<file path="src/rtl/jtag_cmd_master.sv">
// jtag_cmd_master: one-command-at-a-time JTAG TAP sequencer with programmable TCK divider.
module jtag_cmd_master #(
  parameter int CLK_DIV = 2,
  parameter int DATA_W  = 32
) (
  input  logic              clk,
  input  logic              rst_n,
  input  logic              cmd_valid,
  output logic              cmd_ready,
  input  logic [1:0]        cmd_op,
  input  logic [5:0]        cmd_len,
  input  logic [DATA_W-1:0] cmd_data,
  output logic              rsp_valid,
  input  logic              rsp_ready,
  output logic [DATA_W-1:0] rsp_data,
  output logic              rsp_err,
  output logic              jtag_tck,
  output logic              jtag_tms,
  output logic              jtag_tdi,
  input  logic              jtag_tdo,
  output logic              jtag_trst_n
);
  typedef enum logic [1:0] {IDLE, LOW, HIGH, RESP} state_t;
  localparam logic [7:0] DIV_M1 = 8'(CLK_DIV - 1);
  localparam logic [6:0] MAX_LEN = 7'(DATA_W);
  localparam int SW = $clog2(DATA_W);
  state_t state, state_n;
  logic [7:0] cnt;
  logic [5:0] idx, nidx, len_q, len_n, t_last;
  logic [1:0] op_q, op_n;
  logic [DATA_W-1:0] data_q, data_n;
  logic accept, legal, div_end, last, tms_n, tdi_n, cur_shift;
  // shift bits start after the Select/Capture prefix: 4 TCK for IR, 3 for DR
  function automatic logic [5:0] pre_of(input logic [1:0] op);
    return op == 2'b01 ? 6'd4 : 6'd3;
  endfunction
  function automatic logic shift_of(input logic [1:0] op, input logic [5:0] len, input logic [5:0] i);
    return (op == 2'b01 || op == 2'b10) && i >= pre_of(op) && i < pre_of(op) + len;
  endfunction
  function automatic logic tms_of(input logic [1:0] op, input logic [5:0] len, input logic [5:0] i);
    logic [5:0] e;
    e = pre_of(op) + len;
    return op == 2'b00 ? i < 6'd5 :
           op == 2'b11 ? 1'b0 :
           (i < pre_of(op) - 6'd2 || i == e - 6'd1 || i == e);
  endfunction
  always_comb begin
    accept    = cmd_valid && state == IDLE;
    legal     = cmd_op == 2'b00 || (cmd_len != 6'd0 && {1'b0, cmd_len} <= MAX_LEN);
    op_n      = accept ? cmd_op : op_q;
    len_n     = accept ? cmd_len : len_q;
    data_n    = accept ? cmd_data : data_q;
    nidx      = accept ? 6'd0 : idx + 6'd1;
    tms_n     = tms_of(op_n, len_n, nidx);
    tdi_n     = shift_of(op_n, len_n, nidx) && data_n[SW'(nidx - pre_of(op_n))];
    cur_shift = shift_of(op_q, len_q, idx);
    div_end   = cnt == DIV_M1;
    t_last    = op_q == 2'b00 ? 6'd5 : op_q == 2'b01 ? len_q + 6'd5 :
                op_q == 2'b10 ? len_q + 6'd4 : len_q - 6'd1;
    last      = idx == t_last;
  end
  always_comb begin
    state_n = state;
    case (state)
      IDLE:    if (accept) state_n = legal ? LOW : RESP;
      LOW:     if (div_end) state_n = HIGH;
      HIGH:    if (div_end) state_n = last ? RESP : LOW;
      RESP:    if (rsp_ready) state_n = IDLE;
      default: state_n = IDLE;
    endcase
  end
  always_ff @(posedge clk or negedge rst_n)
    if (!rst_n) state <= IDLE;
    else state <= state_n;
  assign cmd_ready = state == IDLE;
  always_ff @(posedge clk or negedge rst_n) begin
    if (!rst_n) begin
      cnt         <= '0;
      idx         <= '0;
      op_q        <= '0;
      len_q       <= '0;
      data_q      <= '0;
      rsp_valid   <= 1'b0;
      rsp_data    <= '0;
      rsp_err     <= 1'b0;
      jtag_tck    <= 1'b0;
      jtag_tms    <= 1'b1;
      jtag_tdi    <= 1'b0;
      jtag_trst_n <= 1'b1;
    end else begin
      case (state)
        IDLE: if (accept) begin
          cnt       <= '0;
          idx       <= '0;
          op_q      <= cmd_op;
          len_q     <= cmd_len;
          data_q    <= cmd_data;
          rsp_data  <= '0;
          rsp_err   <= !legal;
          rsp_valid <= !legal;
          if (legal) begin
            jtag_tms    <= tms_n;
            jtag_tdi    <= tdi_n;
            jtag_trst_n <= cmd_op != 2'b00;
          end
        end
        LOW: begin
          cnt <= div_end ? 8'd0 : cnt + 8'd1;
          if (div_end) jtag_tck <= 1'b1;
        end
        HIGH: begin
          if (cnt == 8'd0 && cur_shift) rsp_data[SW'(idx - pre_of(op_q))] <= jtag_tdo;
          cnt <= div_end ? 8'd0 : cnt + 8'd1;
          if (div_end) begin
            jtag_tck <= 1'b0;
            if (last) begin
              rsp_valid   <= 1'b1;
              jtag_trst_n <= 1'b1;
            end else begin
              idx      <= nidx;
              jtag_tms <= tms_n;
              jtag_tdi <= tdi_n;
            end
          end
        end
        RESP: if (rsp_ready) rsp_valid <= 1'b0;
        default: ;
      endcase
    end
  end
endmodule

</file>
<file path="config.mk">
export PLATFORM = sky130hd
export DESIGN_NAME = jtag_cmd_master
export DESIGN_NICKNAME = d
export VERILOG_FILES = /design/src/rtl/jtag_cmd_master.sv
export SDC_FILE = /design/constraint.sdc
export NUM_CORES = 1
export LEC_CHECK = 0
export ABC_CLOCK_PERIOD_IN_PS = 4700
export CAP_MARGIN = 30
export CELL_PAD_IN_SITES_DETAIL_PLACEMENT = 0
export CELL_PAD_IN_SITES_GLOBAL_PLACEMENT = 1
export CORE_MARGIN = 3
export CORE_UTILIZATION = 39
export CTS_CLUSTER_SIZE = 40
export DETAILED_ROUTE_END_ITERATION = 8
export PLACE_DENSITY = 0.86
export SLEW_MARGIN = 25
export SYNTH_ARGS = -nofsm -noshare
export SYNTH_HDL_FRONTEND = slang
export SYNTH_SLANG_ARGS = --single-unit
</file>
<file path="constraint.sdc">
create_clock -name clk -period 4.7 [get_ports clk]
set_input_delay 0.94 -clock clk [delete_from_list [all_inputs] [get_ports clk]]
set_output_delay 0.94 -clock clk [all_outputs]
set_load 0.005 [all_outputs]
</file>
======== Word level (Yosys, flattened, before mapping) ========
Index checks and enable logic that the tools add are counted.
storage, ports and cells
  input port bits ......................... 45
  word-level logic and storage cells ...... 144
  flip-flop bits (word level) ............. 94
cells by class
  reduce and logical (&&, ||, !) cells .... 36
  eq/ne operators ......................... 20
  add/subtract/negate cells ............... 11
  order comparisons ....................... 10
  multiplexer cells ....................... 54
operators by type and width
  operator               count
  $mux W32               3
  $pmux W32 S2           1
  $mux W6                8
  $bwmux W32             1
  $mux W1                20
  $eq A6 B6 Y1           3
  $lt A6 B6 Y1           3
  $mux W8                2
  $pmux W8 S2            1
  $reduce_and A5 Y1      3
  $mux W2                7
  $add A6 B3 Y6 const B  2
  $add A6 B6 Y6          2
  $ge A6 B3 Y1           2
  $lt A5 B6 Y1 const B   2
  $ne A2 B2 Y1 const B   6
  $pmux W6 S2            1
  $sub A6 B1 Y6 const B  2
  $eq A2 B2 Y1 const B   5
  $sub A5 B3 Y5          2
  $logic_and A1 B1 Y1    9
  $add A8 B1 Y8 const B  1
  $eq A8 B1 Y1 const B   1
  $logic_not A2 Y1       4
  23 further kinds       40

======== Logic depth before layout (Yosys ltp) ========
Gate-level depths: netlist of run 1.
  word-level depth ........................ 15
  mapped depth ............................ 22

======== Worst setup path after synthesis of run 1 ========
OpenSTA, ideal clock, no wires.
  path type ............................... input to register
  start point ............................. in cmd_valid
  end point ............................... reg jtag_tdi
  stages .................................. 17
  arrival ................................. 5.292 ns
  setup slack ............................. -0.717 ns
  path through ............................ clkbuf_2 -> and2_1 -> clkbuf_1 -> clkbuf_1 -> nand2_1 -> o21ai_0 -> ha_1 -> inv_1 -> ha_1 -> fa_1 -> xor2_1 -> clkbuf_1 -> mux4_2 -> mux4_1 -> o2111ai_1 -> a211oi_1 -> mux2_2
on the way
  longest elaborated chain between the ends .. 11
  elaborated cells on any way between the ends .. 25
ends and longest elaborated chain
  what                                                                  RTL line  source
  start: declaration                                                    8         input logic cmd_valid,
  $logic_and A1 B1 Y1 (*)                                               48        accept = cmd_valid && state == IDLE;
  $mux W2 (*)                                                           --
  net op_n[0]                                                           30        logic [1:0] op_q, op_n;
  $eq A2 B1 Y1                                                          35, 38
  $mux W3                                                               35        return op == 2'b01 ? 6'd4 : 6'd3;
  $sub A5 B3 Y5, or another cell as far along                           55        tdi_n = shift_of(op_n, len_n, nidx) && data_n[SW'(nidx - pre_of(op_n))];
  $bmux W1 S5, or another cell as far along                             55
  $mux W1 (not written as such) or $logic_and A1 B1 Y1 (tied branches)  55, 38
  $logic_and A1 B1 Y1 (*)                                               55
  $mux W1 (on tied branches)                                            116, 101
  $mux W1 (on tied branches)                                            114, 92
  $pmux W1 S2 (*)                                                       91        case (state)
  end signal: assignment                                                103       jtag_tdi <= tdi_n;
  end signal: assignment                                                122       jtag_tdi <= tdi_n;
  end: declaration                                                      19        output logic jtag_tdi,
The timed path passes the listed nets; every way through them passes the cells marked *. The select of a mux whose other input is x is not followed.
A chain may end at the register's enable or synchronous reset.

======== Final worst setup path of run 1 ========
Ends and elaborated chain as after synthesis.

==> impl_metrics.json, run 1 <==
{
  "placed_cells": 1048,
  "min_to": "data_q[16]",
  "syn_to_final_growth_pct": 22.56,
  "grt_pass1_vias": 5849,
  "rsz0062_at_grt": "false",
  "max_freq_mhz": 233.8,
  "leakagePower_nw": 3.650,
  "critPathRequiredTime_ns": 4.93,
  "synth_most_common_cell": "nand2_1",
  "vias": 5849,
  "nNetsFinal": 933,
  "grt_max_degree": 71,
  "hold_buffers": 0,
  "tritoncts": "done",
  "grt_pass1_wl_um": 29730,
  "nFillCells": 1612,
  "r2r-start": "op_q[1]",
  "seq_area_frac_synth": 0.3520,
  "seq_area_um2": 2355,
  "slowest_delay_ns": 0.51,
  "core_area_um2": 16700,
  "synthTopCellsByArea": "dfrtp_1 34%, ha_1 8.2%, nand2_1 7.4%",
  "start_kind": "primary input",
  "r2r_setup_slack_ns": 0.69,
  "p_clk_frac": 0.457,
  "post-route-min-period_ns": 4.277,
  "irDropWorstVdd_v": 0.0001615,
  "syn_area_per_cell_um2": 8.883,
  "drt-pass1-iter-count": 5,
  "ys.flop_type": "dfrtp_1",
  "antenna_left": 0,
  "dpl.hpwl_um": 13060,
  "layout_worst_path_cycle_share": 0.9100,
  "slew_headroom": 0.4372,
  "ys_types": 65,
  "reg2reg_depth": 16,
  "insertion_delay_ns": 0.35,
  "cpMostUsedCell": "ha_2",
  "synth_edf_count": 0,
  "antenna_cells": 0,
  "p_sw_frac": 0.2208,
  "drc_errors": 0,
  "start_util": 0.4005,
  "rows": 47,
  "io_buffers": 83,
  "hold_path_class": "reg -> reg",
  "critPathKind": "in -> reg",
  "drive_gt1_frac": 0.1044,
  "cts_htree_levels": 3,
  "r2r_end": "rsp_data[11]",
  "synth_top_cell_area_share": 0.3442,
  "cp_max_fo": 11,
  "ys_top_cells_by_count": "132 x nand2_1, 92 x dfrtp_1, 57 x a21oi_1, 44 x ha_1, 43 x o21ai_0",
  "drtIter0Drc": 409,
  "wire_per_inst_um": 16.57,
  "synthArstFlopShare": 1.000,
  "fin_setup_tns_ns": 0,
  "grt_overflow_total": 0,
  "pwr-share-comb": 0.048,
  "die_w_um": 137.0,
  "cp.arrival_ns": 4.51,
  "antenna_found_initial": 0,
  "p_per_area_nw_per_um2": 199.7,
  "postSynthCellCount": 753,
  "grt_usage": 0.1979,
  "seq_power_share": 0.494,
  "clk_pin_slew_ns": 0.07,
  "root_buffer": "clkbuf_16",
  "syn_area_um2": 6689,
  "place_congestion": 0.8749,
  "cts.sinks": 94,
  "cts_buffers": 9,
  "ys_ff_latch": 94,
  "crit_path_end_kind": "register",
  "routed_via_density": 5.502,
  "multiInputGateArea_um2": 4034,
  "instances_no_fill": 1063,
  "syn_nets": 847,
  "die_h_um": 137.0,
  "clock_skew_ns": 0.009377,
  "yosys.area.top_type": "dfrtp_1",
  "clock_path_buffers": 2,
  "hold_violations": 0,
  "yosys_warnings": 0,
  "path_cells": "clkdlybuf4s50_1, and2_2, nand2_1, o21ai_0, inv_1, ha_2, inv_2, ha_2, fa_2, xor2_2, buf_12, mux4_2, mux4_1, o2111ai_1, a211oi_1, mux2_2",
  "finalSetupViolations": 0,
  "status": "complete, no violations",
  "drv_cap": 0,
  "internal_power_mw": 1.276,
  "final_max_slew_viol_count": 0,
  "worstMarginPinSlew_ns": 0.8353,
  "worstHoldStart": "data_q[16]",
  "p_switching_mw": 0.3615,
  "drt_wl_total_um": 17620,
  "slowest_stage": "mux4_1",
  "ioPinCount": 84,
  "whs_path_depth": 2,
  "die_area_um2": 18760
}
registers in the layout, summed over array words and instances, names as in the netlist:
signal,count
state,2
rsp_valid,1
jtag_tck,1
idx,6
jtag_tdi,1
len_q,6
data_q,32
jtag_trst_n,1
jtag_tms,1
rsp_data,32
op_q,2
rsp_err,1
cnt,8
logic make-up after synthesis:
family | count (synthesis) | synth area share
simple gates | 287 | 0.2082
fa+ha+maj | 49 | 0.09727
mux | 33 | 0.08511
xor+xnor | 30 | 0.04040
buf+inv | 80 | 0.04789
compound gates | 180 | 0.1691
flops | 94 | 0.3520
what timing repair did:
action,in CTS,in global routing
buffers inserted,0,0
gates resized for setup,0,1
endpoints found under the setup margin,0,1
through the flow:
step	hold WS, ns	area (µm²)	util	setup slack [ns]	total power, mW
floorplan	0.4405	6719	-	0.03753	0.8388
global placement	0.4525	7894	0.4727	0.1580	0.9054
detailed placement	0.4608	7894	0.4727	0.06187	0.9054
CTS	0.4770	8193	0.4906	0.3982	1.658
global route	0.4939	8198	0.4909	0.06511	1.696
finish	0.4734	8198	0.4909	0.4232	1.637
critical path, delay by kind of cell:
kind                     cells  cell delay [ns]
AND/OR/NAND/NOR              2             0.34
adder cells (fa/ha/maj)      3             0.77
AO/OA/AOI/OAI                3             0.42
buffers and inverters        4             0.77
XOR/XNOR                     1             0.19
multiplexers                 3             1.07
layer usage:
metal  vias to the layer above  part of all wire  track usage
met5                         -                 0            0
met4                         0             0.012      0.04933
met3                        19             0.038      0.03162
met2                       118              0.49       0.3324
met1                      2838              0.46       0.2675
li1                       2874                 -            -
final cells by class:
| type | instances | area share |
|---|---|---|
| clock inverter | 5 | 0.007326 |
| clock buffer | 10 | 0.02915 |
| timing repair buffer | 115 | 0.1323 |
| sequential | 94 | 0.2872 |
| tap | 220 | 0.03358 |
| inverter | 40 | 0.01832 |
| multi-input combinational | 579 | 0.4921 |
cell usage in the layout, fill, tap and decap left out, types with 8 or more instances in the layout:
cell type / instances
nand3_1: 11
nor2b_1: 13
mux2i_1: 12
nand4_1: 30
xor2_1: 9
xnor2_1: 19
or3_1: 8
o31ai_1: 25
a21oi_1: 57
mux4_2: 16
ha_1: 42
nor3_1: 14
nand2_1: 132
clkbuf_16: 9
and3_1: 8
inv_1: 38
o21ai_0: 42
clkdlybuf4s50_1: 82
a21o_1: 8
nor2_1: 31
dfrtp_1: 92
buf_4: 31
how the worst max path moves through the flow:
stage | startpoint | end | slack (ns) | cells after the start
floorplan | cmd_valid | jtag_tdi | 0.04 | 18
global placement | cmd_valid | jtag_tdi | 0.16 | 16
detailed placement | cmd_valid | jtag_tdi | 0.06 | 16
CTS | cmd_valid | jtag_tms | 0.40 | 18
global route | cmd_valid | jtag_tms | 0.07 | 17
finish | cmd_valid | jtag_tdi | 0.42 | 16
power groups by stage:
stage                     sequential [mW]  combinational, mW  clock (mW)
final                               0.810             0.0793       0.748
after global routing                0.809             0.0867       0.800
after CTS                           0.810             0.0806       0.768
after detailed placement            0.825             0.0803           0
after global placement              0.825             0.0803           0
after floorplan                     0.825             0.0135           0
No activity file was read; power rests on OpenSTA's default activity.
==> run 2, diff against run 1 <==
SKIP_CTS_REPAIR_TIMING = 1   (was default)
==> results of run 2 <==
The final DEF is identical to that of run 1; final timing and power are the same.
==> run 3, diff against run 2 <==
CORE_MARGIN = 1   (was 3)
GPL_TIMING_DRIVEN = 1   (was default)
==> run 3 against run 2 <==
  * Maximum frequency is 1.1% lower
  * Register-to-register slack better by 0.02 ns
  * Final area is 0.27% lower
  * Hold slack better by 0.0023 ns
  * Setup slack worse by 0.047 ns
  * Critical path depth is 3 higher
  * Via count is 1.3% higher
  * Clock power is 4.4% lower
  * Combinational power is 1% higher
  * Total power is 2.0% lower
  * Largest power group unchanged
  * Highest routed layer unchanged
==> impl_metrics.json, run 3 (same netlist as run 1, synthesis figures left out) <==
{
  "leakagePower_nw": 3.644,
  "die_w_um": 133.0,
  "final_common_cell": "nand2_1",
  "grt_max_degree": 73,
  "start_kind": "primary input",
  "nFillCells": 1610,
  "final_util": 0.4912,
  "routed_via_density": 5.572,
  "max_freq_mhz": 231.3,
  "finalSetupViolations": 0,
  "drtIter0Drc": 418,
  "nNetsFinal": 932,
  "cp-startpoint": "cmd_valid",
  "wire_per_inst_um": 16.36,
  "placed_cell_area_um2": 7886,
  "internal_power_mw": 1.232,
  "reg_top3": "data_q: 32 flops, rsp_data: 32 flops, cnt: 8 flops",
  "tritoncts": "done",
  "pre_cts_slack_ns": 0.06753,
  "dpl.hpwl_um": 12780,
  "critPathKind": "in -> reg",
  "drc_errors": 0,
  "post-route-min-period_ns": 4.324,
  "clock_path_buffers": 2,
  "hold_violations": 0,
  "crit_path_end_kind": "register",
  "fin_ws_ns": 0.3758,
  "place_congestion": 0.8650,
  "fin_setup_tns_ns": 0,
  "cts_buffers": 9,
  "r2r-start": "state[0]",
  "antenna_cells": 0,
  "root_buffer": "clkbuf_16",
  "vias": 5923,
  "die_area_um2": 17680,
  "clk_pin_slew_ns": 0.07,
  "insertion_delay_ns": 0.35,
  "cts_htree_levels": 3,
  "start_util": 0.4019,
  "seq_area_um2": 2355,
  "r2r_setup_slack_ns": 0.71,
  "cts.sinks": 94,
  "antenna_found_initial": 0,
  "cp_max_fo": 6,
  "p_per_area_nw_per_um2": 196.3,
  "grt_pass1_vias": 5797,
  "irDropWorstVdd_v": 0.0001729,
  "grt_pass1_wl_um": 29410,
  "die_h_um": 133.0,
  "critPathRequiredTime_ns": 4.94,
  "r2r_end": "jtag_tdi",
  "layout_common_cells": "132 x nand2_1, 92 x dfrtp_1, 82 x clkdlybuf4s50_1",
  "pwr-share-comb": 0.050,
  "drt-pass1-iter-count": 5,
  "crit_end": "jtag_tdi",
  "final_max_slew_viol_count": 0,
  "antenna_left": 0,
  "io_buffers": 83,
  "drive_gt1_frac": 0.1032,
  "syn_to_final_growth_pct": 22.22,
  "layout_worst_path_cycle_share": 0.9200,
  "clock_skew_ns": 0.005837,
  "rows": 47,
  "drt_wl_total_um": 17390,
  "worstMarginPinSlew_ns": 0.8737,
  "cp.arrival_ns": 4.56,
  "core_area_um2": 16640,
  "p_switching_mw": 0.3732,
  "drv_cap": 0,
  "ioPinCount": 84,
  "multiInputGateArea_um2": 4033,
  "reg2reg_depth": 20,
  "fin_area_um2": 8175,
  "p_sw_frac": 0.2326,
  "slew_headroom": 0.4157,
  "seq_power_share": 0.504,
  "status": "complete, no violations",
  "hold_path_class": "reg -> reg",
  "p_clk_frac": 0.445,
  "rsz0062_at_grt": "false",
  "grt_overflow_total": 0,
  "grt_usage": 0.2101,
  "whs_path_depth": 2
}
[run 3: cell types whose count changed in the layout (fill, tap and decap cells not counted), sizes merged]
cell / delta
buf: -1
bufinv: -1
clkbuf: +1
clkinvlp: -1
inv: +2
[run 3: critical path, stage by stage]
cell and delay, ns:
clkdlybuf4s50_1 0.45, and2_2 0.26, o21ai_0 0.26, inv_1 0.12, ha_2 0.20, inv_2 0.08
buf_4 0.13, ha_1 0.22, a21o_1 0.15, a21oi_1 0.21, xor2_1 0.23, inv_1 0.09
ha_1 0.31, nand2_1 0.07, o21ai_0 0.24, o2111ai_1 0.16, nand2_1 0.12, a211oi_1 0.05
mux2_2 0.26
[run 3: how the worst min path moves through the flow]
stage | endpoint | startpoint | slack (ns)
6_report | data_q[11] | data_q[11] | 0.48
5_1_grt | data_q[15] | data_q[15] | 0.50
4_1_cts | data_q[0] | data_q[0] | 0.48
3_5_place_dp | data_q[0] | data_q[0] | 0.46
3_3_place_gp | data_q[9] | data_q[9] | 0.45
2_1_floorplan | data_q[0] | data_q[0] | 0.44
[run 3: per-stage QoR]
step,power (mW),hold slack (ns),instances
finish,1.605,0.4756,1063
global route,1.675,0.4976,1063
CTS,1.632,0.4772,1063
detailed placement,0.9065,0.4610,1047
global placement,0.9069,0.4547,1047
floorplan,0.8388,0.4405,753
[run 3: power by group through the flow]
stage	registers, mW	logic, mW	clock network [mW]
after floorplan	0.825	0.0135	0
final	0.809	0.0804	0.715
after global placement	0.825	0.0818	0
after global routing	0.809	0.0883	0.778
after detailed placement	0.825	0.0814	0
after CTS	0.809	0.0816	0.741
[run 3: area by class of cell]
type                    instances  share of cell area
inverters                      40             0.01837
flip-flops and latches         94              0.2880
repair buffers                114              0.1318
clock buffers                  11             0.02969
well taps                     220             0.03367
clock inverters                 5            0.005204
multi-input cells             579              0.4933
[run 3: layer usage]
| layer | GRT usage | part of all wire | routed length [µm] |
|---|---|---|---|
| met5 | 0 | 0 | 0 |
| met4 | 0.05045 | 0.012 | 205 |
| met3 | 0.04406 | 0.040 | 703 |
| met2 | 0.3397 | 0.47 | 8230 |
| met1 | 0.2868 | 0.47 | 8249 |
